`src/rtl/elevator_request_scheduler.sv`:
```
// Single-cab SCAN scheduler: latches floor calls, sweeps up/down toward the nearest
// pending floor in the travel direction, holds the door at each stop, and halts on emergency.
module elevator_request_scheduler #(
  parameter int NUM_FLOORS   = 10,
  parameter int DWELL_CYCLES = 8
) (
  input  logic                  clk,
  input  logic                  reset,
  input  logic                  call_valid,
  input  logic [3:0]            call_floor,
  input  logic [3:0]            current_floor,
  input  logic                  door_open,
  input  logic                  emer_stop,
  input  logic                  clear_all,
  output logic [3:0]            request_floor,
  output logic                  request_valid,
  output logic                  dir_up,
  output logic [NUM_FLOORS-1:0] pending,
  output logic                  door_hold,
  output logic                  call_err
);

  localparam int CNT_W = (DWELL_CYCLES > 1) ? $clog2(DWELL_CYCLES) : 1;
  localparam logic [CNT_W-1:0] DWELL_LOAD = CNT_W'(DWELL_CYCLES - 1);

  typedef enum logic [2:0] {
    IDLE,
    SERVE_UP,
    SERVE_DOWN,
    DWELL,
    HALT
  } state_t;

  state_t                state_q, state_d;
  logic [NUM_FLOORS-1:0] pending_q, pending_d;
  logic [3:0]            request_floor_q, request_floor_d;
  logic                  request_valid_q, request_valid_d;
  logic                  dir_up_q, dir_up_d;
  logic                  door_hold_q, door_hold_d;
  logic                  call_err_q, call_err_d;
  logic [CNT_W-1:0]      dwell_cnt_q, dwell_cnt_d;

  logic [NUM_FLOORS-1:0] call_mask, cur_mask, req_mask, clr_mask;
  logic                  call_in_range, cur_pending, above_any, below_any, arrival, flush;
  logic [3:0]            lowest_above, highest_below;

  // Floor decodes and nearest-pending search; out-of-range floors simply match no bit.
  always_comb begin
    call_mask     = '0;
    cur_mask      = '0;
    req_mask      = '0;
    call_in_range = 1'b0;
    above_any     = 1'b0;
    below_any     = 1'b0;
    lowest_above  = '0;
    highest_below = '0;
    for (int i = NUM_FLOORS - 1; i >= 0; i--) begin
      if (call_floor == 4'(i)) begin
        call_in_range = 1'b1;
        call_mask[i]  = call_valid;
      end
      if (current_floor == 4'(i))   cur_mask[i] = 1'b1;
      if (request_floor_q == 4'(i)) req_mask[i] = 1'b1;
      if (pending_q[i] && (4'(i) > current_floor)) begin
        above_any    = 1'b1;
        lowest_above = 4'(i);
      end
    end
    for (int i = 0; i < NUM_FLOORS; i++) begin
      if (pending_q[i] && (4'(i) < current_floor)) begin
        below_any     = 1'b1;
        highest_below = 4'(i);
      end
    end
  end

  assign cur_pending = |(pending_q & cur_mask);
  assign arrival     = ((state_q == SERVE_UP) || (state_q == SERVE_DOWN)) && request_valid_q &&
                       (current_floor == request_floor_q) && door_open;

  always_comb begin
    state_d         = state_q;
    request_floor_d = request_floor_q;
    dir_up_d        = dir_up_q;
    dwell_cnt_d     = dwell_cnt_q;
    clr_mask        = '0;
    flush           = 1'b0;
    call_err_d      = call_valid && !call_in_range;

    if (emer_stop) begin
      state_d = HALT;
    end else if (clear_all) begin
      flush = 1'b1;
      if (state_q == DWELL) begin
        if (dwell_cnt_q == '0) state_d = IDLE;
        else                   dwell_cnt_d = dwell_cnt_q - CNT_W'(1);
      end else begin
        state_d = IDLE;
      end
    end else begin
      case (state_q)
        IDLE: begin
          if (cur_pending) begin
            clr_mask    = cur_mask;
            state_d     = DWELL;
            dwell_cnt_d = DWELL_LOAD;
          end else if (above_any) begin
            state_d         = SERVE_UP;
            dir_up_d        = 1'b1;
            request_floor_d = lowest_above;
          end else if (below_any) begin
            state_d         = SERVE_DOWN;
            dir_up_d        = 1'b0;
            request_floor_d = highest_below;
          end
        end
        SERVE_UP, SERVE_DOWN: begin
          if (arrival) begin
            clr_mask    = req_mask;
            state_d     = DWELL;
            dwell_cnt_d = DWELL_LOAD;
          end else if ((state_q == SERVE_UP) && above_any) begin
            request_floor_d = lowest_above;
          end else if ((state_q == SERVE_DOWN) && below_any) begin
            request_floor_d = highest_below;
          end else if (above_any) begin
            state_d         = SERVE_UP;
            dir_up_d        = 1'b1;
            request_floor_d = lowest_above;
          end else if (below_any) begin
            state_d         = SERVE_DOWN;
            dir_up_d        = 1'b0;
            request_floor_d = highest_below;
          end else begin
            state_d = IDLE;
          end
        end
        DWELL: begin
          // Calls for the floor we are parked at are absorbed without restarting the timer.
          clr_mask = cur_mask;
          if (dwell_cnt_q != '0) begin
            dwell_cnt_d = dwell_cnt_q - CNT_W'(1);
          end else if ((dir_up_q && above_any) || (!dir_up_q && !below_any && above_any)) begin
            state_d         = SERVE_UP;
            dir_up_d        = 1'b1;
            request_floor_d = lowest_above;
          end else if (below_any) begin
            state_d         = SERVE_DOWN;
            dir_up_d        = 1'b0;
            request_floor_d = highest_below;
          end else begin
            state_d = IDLE;
          end
        end
        HALT:    state_d = IDLE;
        default: state_d = IDLE;
      endcase
    end

    pending_d       = flush ? '0 : ((pending_q | call_mask) & ~clr_mask);
    request_valid_d = (state_d == SERVE_UP) || (state_d == SERVE_DOWN);
    door_hold_d     = (state_d == DWELL);
  end

  always_ff @(posedge clk or negedge reset) begin
    if (!reset) begin
      state_q         <= IDLE;
      pending_q       <= '0;
      request_floor_q <= '0;
      request_valid_q <= 1'b0;
      dir_up_q        <= 1'b1;
      door_hold_q     <= 1'b0;
      call_err_q      <= 1'b0;
      dwell_cnt_q     <= '0;
    end else begin
      state_q         <= state_d;
      pending_q       <= pending_d;
      request_floor_q <= request_floor_d;
      request_valid_q <= request_valid_d;
      dir_up_q        <= dir_up_d;
      door_hold_q     <= door_hold_d;
      call_err_q      <= call_err_d;
      dwell_cnt_q     <= dwell_cnt_d;
    end
  end

  assign request_floor = request_floor_q;
  assign request_valid = request_valid_q;
  assign dir_up        = dir_up_q;
  assign pending       = pending_q;
  assign door_hold     = door_hold_q;
  assign call_err      = call_err_q;

endmodule

```
`config.mk`:
```
export PLATFORM = sky130hd
export DESIGN_NAME = elevator_request_scheduler
export DESIGN_NICKNAME = d
export VERILOG_FILES = /design/src/rtl/elevator_request_scheduler.sv
export SDC_FILE = /design/constraint.sdc
export NUM_CORES = 1
export LEC_CHECK = 0
export BUFFER_PORTS_ARGS = -buffer_cell sky130_fd_sc_hd__buf_2
export CAP_MARGIN = 20
export CORE_MARGIN = 4
export CORE_UTILIZATION = 40
export CTS_CLUSTER_DIAMETER = 200
export DETAILED_ROUTE_END_ITERATION = 10
export GPL_TIMING_DRIVEN = 0
export PLACE_DENSITY = 0.57
export SYNTH_ARGS = -nofsm -noshare
export SYNTH_HDL_FRONTEND = slang
export SYNTH_SLANG_ARGS = --single-unit
```
`constraint.sdc`:
```
create_clock -name clk -period 3.1 [get_ports clk]
set_clock_uncertainty 0.05 [all_clocks]
set_input_delay 0.31 -clock clk [delete_from_list [all_inputs] [get_ports clk]]
set_output_delay 0.31 -clock clk [all_outputs]
set_load 0.05 [all_outputs]
```
==> results of run 1 <==
routing by layer:
| layer | up-vias | routed length [um] |
|---|---|---|
| li1 | 1131 | - |
| met1 | 1112 | 3270 |
| met2 | 51 | 3310 |
| met3 | 6 | 312 |
| met4 | 0 | 79 |
| met5 | - | 0 |
final timing paths:
kind                            slack (ps)                to  cells past startpoint           start
worst max-delay path                   570    dwell_cnt_q[1]                      8      pending[4]
worst min-delay path                   240        state_q[2]                      2       emer_stop
worst max register to register         570    dwell_cnt_q[1]                      8      pending[4]
worst min register to register         450    dwell_cnt_q[2]                      1  dwell_cnt_q[2]
max in group asynchronous             2120        pending[9]                      2           reset
min in group asynchronous              500  request_floor[1]                      2           reset
registers in the layout, summed over array words and instances (netlist names):
register / cells
pending: 10
dir_up: 1
dwell_cnt_q: 3
request_floor: 4
call_err: 1
state_q: 3
door_hold: 1
request_valid: 1
per-stage QoR:
step	cell area, um^2	cells
2_1_floorplan	2360	280
3_3_place_gp	2610	383
3_5_place_dp	2610	383
4_1_cts	2670	388
5_1_grt	2670	388
6_report	2670	388
Yosys cell counts, drive strengths merged (4+ instances only):
cell type	n	area share
nand2	34	0.058
o21ai	25	0.059
dfrtp	23	0.24
a21oi	22	0.047
nor2	18	0.029
a211oi	13	0.046
buf	12	0.059
inv	11	0.017
nand3	11	0.023
nand2b	9	0.027
o32ai	7	0.029
nor3	6	0.013
nand3b	5	0.016
xnor2	5	0.019
a21boi	4	0.013
a31oi	4	0.011
clkbuf	4	0.0064
mux2i	4	0.017
o22ai	4	0.011
where the power goes:
part / internal, uW / switching (uW) / leakage (uW) / total (uW)
Combinational: 209 / 389 / 0.000743 / 598
Clock: 113 / 103 / 0.0000288 / 216
Sequential: 368 / 74.1 / 0.000306 / 442
layout make-up:
| class | instances | area share |
|---|---|---|
| flip-flops and latches | 24 | 0.225 |
| inverters | 11 | 0.0155 |
| repair buffers | 32 | 0.0618 |
| multi-input cells | 229 | 0.585 |
| clock buffers | 4 | 0.0206 |
| plain buffers | 16 | 0.0581 |
| well taps | 72 | 0.0337 |
cell families (layout without fill, tap and decap cells):
group,after synthesis,after routing,share of synthesized area
flip-flops,24,24,0.255
AND/OR/NAND/NOR,105,105,0.253
multiplexers,6,6,0.0281
buffers and inverters,27,63,0.0832
AO/OA/AOI/OAI,111,111,0.351
XOR/XNOR,5,5,0.0185
adder cells (fa/ha/maj),2,2,0.0106
what timing repair did:
item,CTS,global route
gates resized for setup,0,0
endpoints found under the setup margin,0,0
endpoints found under the hold margin,15,0
hold buffers,1,0
==> reports/qor.yml, run 1 <==
io_buffers: 31
cts_tree: "done"
drive_above_1_share: 0.259
synth_cell_types: 77
hpwlAfterDp_mm: 5.31
syn_inst: 280
drt_wl_total_mm: 6.97
layout_setup_ws_ps: 569
diodes: 0
rows: 27
crit_chain: "mux2i_1, o32ai_1, o41a_1, nand2b_4, a211oi_2, o21ai_2, nand2_2, mux2_4"
antenna_left: 0
multi_input_area_um2: 1560
maxCapViolations: 0
cts.htree.levels: 1
finalPower_uw: 1260
ys_seq_area_frac: 0.255
grt_max_degree: 25
clkLatencyLatePin_ps: 270
hold_viol_final: 0
slowest_delay_ps: 510
synthArstFlopShare: 1.00
syn-cell-area_um2: 2360
slew_headroom: 0.527
critPathLaunchType: "flop"
grt_usage: 0.199
outcome: "completed"
rsz0062_at_grt: "false"
dieArea_um2: 7200
path_clk_slew_ps: 90
dieWidth_um: 84.8
antenna_found_initial: 0
wl_per_cell_um: 18.0
hold_path.class: "input pin to flop"
use_met1: 0.279
fin_tns_setup_ps: 0
fin_crit_ps: 2530
worst_pin_slew_ps: 707
busiest_layer: "met2"
cts_root_buf: "clkbuf_8"
final_common_cell: "buf_2"
cpLargestDelayFamily: "compound AO/OA/AOI/OAI gates"
die_h_um: 84.8
power_density_nw_per_um2: 470
pre_cts_slack_ps: 431
cts_made_buffers: 3
core_um2: 5610
synth_edf_count: 0
grt_pass1_vias: 2276
grt_first_pass_wirelength_mm: 11.6
cp_slowest_cell: "dfrtp_1"
worstSetupEndpointType: "flop"
clock-sinks: 24
cts_buffer_depth: 2
ir_drop_v: 0.000319
area_growth_pct: 13.1
drc: 0
firstDrtPassIters: 5
use_met3: 0.0291
maxClockFrequency_mhz: 395
crit_buf_inv: 0
leakagePower_uw: 0.00108
post-cts-setup-buffer-count: 0
synth-seq-cells: 24
critPathMaxFanout: 8
hold_ws_ps: 245
grt-ovfl-total: 0
crit_type: "flop to flop"
avgViaCountPerCell: 5.93
syn-num-nets: 296
worst-endpoint-required_ps: 3200
setup_viol: 0
synth_ff_type: "dfrtp_1"
fin_nets: 333
fillers: 585
utilization: 0.476
synth_warnings: 0
io-pin-count: 32
synthesis.area_per_instance_um2: 8.43
vias: 2300
start_util: 0.421
period_share: 0.817
regArea_um2: 602
place_congestion: 0.848
drv_slew: 0
use_met2: 0.322
arrival_ps: 2640
layout_common_cells: "buf_2 (33), nand2_1 (30), dfrtp_1 (23)"
drtIter0Drc: 191
Note: power is estimated with default switching activity, not from simulation.
==> run 2: changes to the inputs <==
- ABC_AREA: unset -> 1
- clock period: 3.1 -> 2.4 ns (I/O delays scaled with it)
==> reports/qor.yml, run 2 <==
critPathMaxFanout: 8
fin_crit_ps: 2030
clock-sinks: 24
syn_inst: 387
die_h_um: 82.9
maxCapViolations: 0
use_met1: 0.273
synth_edf_count: 0
arrival_ps: 2150
grt-ovfl-total: 0
clkLatencyLatePin_ps: 280
firstDrtPassIters: 4
start_util: 0.410
largest_reg_flops: 10
setup_viol: 0
synth-seq-cells: 24
worstSetupEndpointType: "flop"
leakagePower_uw: 0.00141
postPlaceCellArea_um2: 2480
cts-resized-gates: 0
grt_first_pass_wirelength_mm: 11.2
maxClockFrequency_mhz: 492
switchingPower_uw: 689
drtIter0Drc: 123
diodes: 0
avgViaCountPerCell: 4.92
power_density_nw_per_um2: 613
p_sw_frac: 0.440
synth.most_common_cell: "nand2_1"
p_seq_frac: 0.343
ir_drop_v: 0.000483
final_common_cell: "nand2_1"
io-pin-count: 32
cts_buffer_depth: 2
fin_area_um2: 2560
core_um2: 5470
vias: 2422
yosysTopAreaCellShare: 0.256
use_met2: 0.316
drv_slew: 0
fin_nets: 437
fin_tns_setup_ps: 0
dieArea_um2: 6880
drive_above_1_share: 0.155
worst-endpoint-required_ps: 2520
synth_cell_types: 28
p_int_uw: 878
io_buffers: 28
crit_type: "flop to flop"
grt_max_degree: 25
slew_headroom: 0.615
wl_per_cell_um: 13.0
layout_common_cells: "nand2_1 (130), nor2_1 (49), inv_1 (45)"
hold_viol_final: 0
synthesis.area_per_instance_um2: 5.80
cts_root_buf: "clkbuf_8"
worst_pin_slew_ps: 577
syn-cell-area_um2: 2250
place_congestion: 0.861
synth_warnings: 0
rsz0062_at_grt: "false"
dieWidth_um: 82.9
use_met3: 0.0179
cts.htree.levels: 1
cts_made_buffers: 3
synth_largest_area_cell: "dfrtp_1"
ys_seq_area_frac: 0.268
period_share: 0.846
synthArstFlopShare: 1.00
pwr-share-clk: 0.236
path_clk_slew_ps: 100
grt_pass1_vias: 2386
syn-num-nets: 403
hpwlAfterDp_mm: 5.18
combPwrFrac: 0.421
ys_top_cells_by_area: "dfrtp_1 (26%), nand2_1 (22%), nand3_1 (8.2%)"
utilization: 0.467
critPathLaunchType: "flop"
synth_top_cells_by_count: "nand2_1 (130), nor2_1 (49), inv_1 (45), nand3_1 (37), dfrtp_1 (23)"
place_inst: 487
antenna_left: 0
fin_cells: 492
area_growth_pct: 13.9
synth_ff_type: "dfrtp_1"
antenna_found_initial: 0
drc: 0
grt_usage: 0.193
busiest_layer: "met2"
drt_wl_total_mm: 6.39
outcome: "completed"
hold_path.class: "input pin to flop"
hold_ws_ps: 126
rows: 27
cts_tree: "done"
## run 2: cell count changes in the layout (fill, tap and decap cells not counted), moves of 6 or more
cell      before  now
inv_2          0    7
o21ai_0       21    8
a211oi_1      11    1
nand2b_1       8    0
inv_1         11   45
nand4_1        0    9
nor2_1        18   49
nand2_1       30  130
nor2_2         0    7
o21ai_1        2   12
o32ai_1        6    0
nand3_1       11   37
## run 2: through the flow
stage               total power [uW]  setup WS, ps
finish                          1570           369
global route                    1690           144
CTS                             1580           357
detailed placement              1210           378
global placement                1200           415
floorplan                       1040           437
## run 2: worst paths after layout
kind | from | endpoint | slack (ps) | cells past startpoint
hold / removal | emer_stop | state_q[2] | 130 | 2
setup reg to reg | state_q[2] | dwell_cnt_q[1] | 370 | 10
hold reg to reg | dwell_cnt_q[0] | dwell_cnt_q[0] | 430 | 1
setup / recovery | state_q[2] | dwell_cnt_q[1] | 370 | 10
max in group asynchronous | reset | pending[2] | 1450 | 2
min in group asynchronous | reset | state_q[0] | 460 | 2
## run 2: metal layers
metal / wire, um / vias up
met4: 90 / 0
met1: 3220 / 1076
met3: 259 / 6
li1: - / 1294
met2: 2820 / 46
met5: 0 / -
## run 2: power by group through the flow
| stage | clock network, uW | logic [uW] | registers, uW |
|---|---|---|---|
| 2_1_floorplan | 0 | 358 | 679 |
| 3_3_place_gp | 0 | 658 | 545 |
| 3_5_place_dp | 0 | 662 | 546 |
| 4_1_cts | 380 | 664 | 537 |
| 5_1_grt | 399 | 741 | 550 |
| 6_report | 370 | 659 | 538 |
## run 2: area by class of cell
type / instances / area [um^2]
clock inverter: 1 / 30.0
multi-input combinational: 299 / 1360
buffer: 9 / 75.1
clock buffer: 3 / 41.3
timing repair buffer: 29 / 150
fill: 621 / 2920
inverter: 55 / 206
tap: 72 / 90.1
sequential: 24 / 602
## run 2: cells by family after synthesis
group,synth area share
AND/OR/NAND/NOR,0.482
buffers and inverters,0.125
AO/OA/AOI/OAI,0.106
flip-flops,0.268
XOR/XNOR,0.00780
adder cells (fa/ha/maj),0.0111
## run 2: repair_timing
| action | CTS | global route |
|---|---|---|
| hold buffers | 1 | 0 |
| buffers inserted | 0 | 0 |
| hold endpoints to repair | 23 | 0 |
## run 2: worst max-delay path, cell delays in order, from the launching register on
cell and delay, ps:
dfrtp_1 420, inv_1 100, nand3_1 100, nand2_1 210, nand4_1 140, nor2_2 300, o21ai_0 130, nor2_1 90
nand2_1 80, nor2_1 200, a21oi_1 100
==> run 3: changes to the inputs <==
- clock period: 2.4 -> 2.1 ns (I/O delays scaled with it)
==> reports/qor.yml, run 3 (synthesized netlist as in run 2, its figures left out) <==
place_congestion: 0.861
path_clk_slew_ps: 100
setup_viol: 0
crit_top_cell: "nor2_1"
io_buffers: 28
final_common_cell: "nand2_1"
clkLatencyLatePin_ps: 280
hold_viol_final: 0
firstDrtPassIters: 5
wl_per_cell_um: 13.0
worstSetupEndpointType: "flop"
clock-sinks: 24
worst-endpoint-required_ps: 2210
drv_slew: 0
grt-ovfl-total: 0
grt_first_pass_wirelength_mm: 11.2
cts_root_buf: "clkbuf_8"
antenna_found_initial: 0
antenna_left: 0
fin_cells: 492
rsz0062_at_grt: "true"
maxClockFrequency_mhz: 531
crit_chain: "inv_1, nor2_1, nor3_1, nand3_1, nor2_4, o21ai_0, nor2_1, nand2_1, nor2_1, a21oi_1"
outcome: "completed"
hpwlAfterDp_mm: 5.18
slowest_delay_ps: 420
fillers: 620
vias: 2417
layout_setup_ws_ps: 217
drtIter0Drc: 144
leakagePower_uw: 0.00140
layout_common_cells: "nand2_1 (129), nor2_1 (47), inv_1 (45)"
ir_drop_v: 0.000555
core_um2: 5470
grt_usage: 0.193
area_growth_pct: 14.4
maxCapViolations: 0
drt_wl_total_mm: 6.38
io-pin-count: 32
pre_cts_slack_ps: 78.5
cp_slowest_cell: "dfrtp_1"
drc: 0
die_h_um: 82.9
critPathMaxFanout: 8
drive_above_1_share: 0.162
dieWidth_um: 82.9
regArea_um2: 602
finalPower_uw: 1800
dieArea_um2: 6880
power_density_nw_per_um2: 699
fin_nets: 437
arrival_ps: 2000
slew_headroom: 0.618
cts.htree.levels: 1
grt_pass1_vias: 2386
post-cts-setup-buffer-count: 0
fin_crit_ps: 1880
hold_path.class: "input pin to flop"
avgViaCountPerCell: 4.91
diodes: 0
cts_buffer_depth: 2
place_inst: 487
worst_pin_slew_ps: 574
start_util: 0.410
largest_reg_flops: 10
rows: 27
critPathLaunchType: "flop"
utilization: 0.470
grt_max_degree: 25
multi_input_area_um2: 1380
cts_made_buffers: 3
crit_type: "flop to flop"
cts_tree: "done"
period_share: 0.897
## run 3: metal layers
metal  vias to the layer above  routed length (um)  GRT usage  share of wire
met4                         0                  85     0.0505          0.013
met1                      1081                3240      0.273           0.51
li1                       1290                   -          -              -
met3                         6                 191     0.0179          0.030
met2                        40                2860      0.316           0.45
met5                         -                   0          0              0
## run 3: area by class of cell
cell class | instances | share of cell area
Inverter | 55 | 0.0803
Clock buffer | 3 | 0.0161
Sequential cell | 24 | 0.234
Tap cell | 72 | 0.0351
Multi-Input combinational cell | 299 | 0.535
Clock inverter | 1 | 0.0117
Buffer | 9 | 0.0292
Timing Repair Buffer | 29 | 0.0584
## run 3: path summary, 6_finish.rpt
path,slack (ps),depth (start not counted),from,end
worst max-delay path,220,10,request_floor[3],dwell_cnt_q[1]
worst min-delay path,100,2,emer_stop,state_q[2]
worst max register to register,220,10,request_floor[3],dwell_cnt_q[1]
worst min register to register,430,1,dwell_cnt_q[0],dwell_cnt_q[0]
max in group asynchronous,1180,2,reset,pending[0]
min in group asynchronous,430,2,reset,state_q[0]
## run 3: stage by stage
stage | hold slack (ps) | setup TNS [ps] | instance area, um^2
6_report | 96.9 | 0 | 2570
3_5_place_dp | 190 | 0 | 2480
4_1_cts | 97.6 | 0 | 2560
5_1_grt | 117 | -1.29 | 2570
3_3_place_gp | 182 | 0 | 2480
2_1_floorplan | -136 | 0 | 2250
## run 3: power breakdown
part,internal [uW],total (uW),switching [uW]
logic,215,756,541
clock network,255,423,168
registers,533,616,83.1
## run 3: what timing repair did
action	CTS	global route
gates resized for setup	0	4
setup endpoints to repair	0	18
hold buffers	1	0
endpoints found under the hold margin	23	0
## run 3: critical path: cells and delay by family (launching register included)
kind,cells,cell delay [ps]
AOI/OAI and AO/OA,2,210
buffers and inverters,1,130
DFF,1,420
and+or+nand+nor,7,950
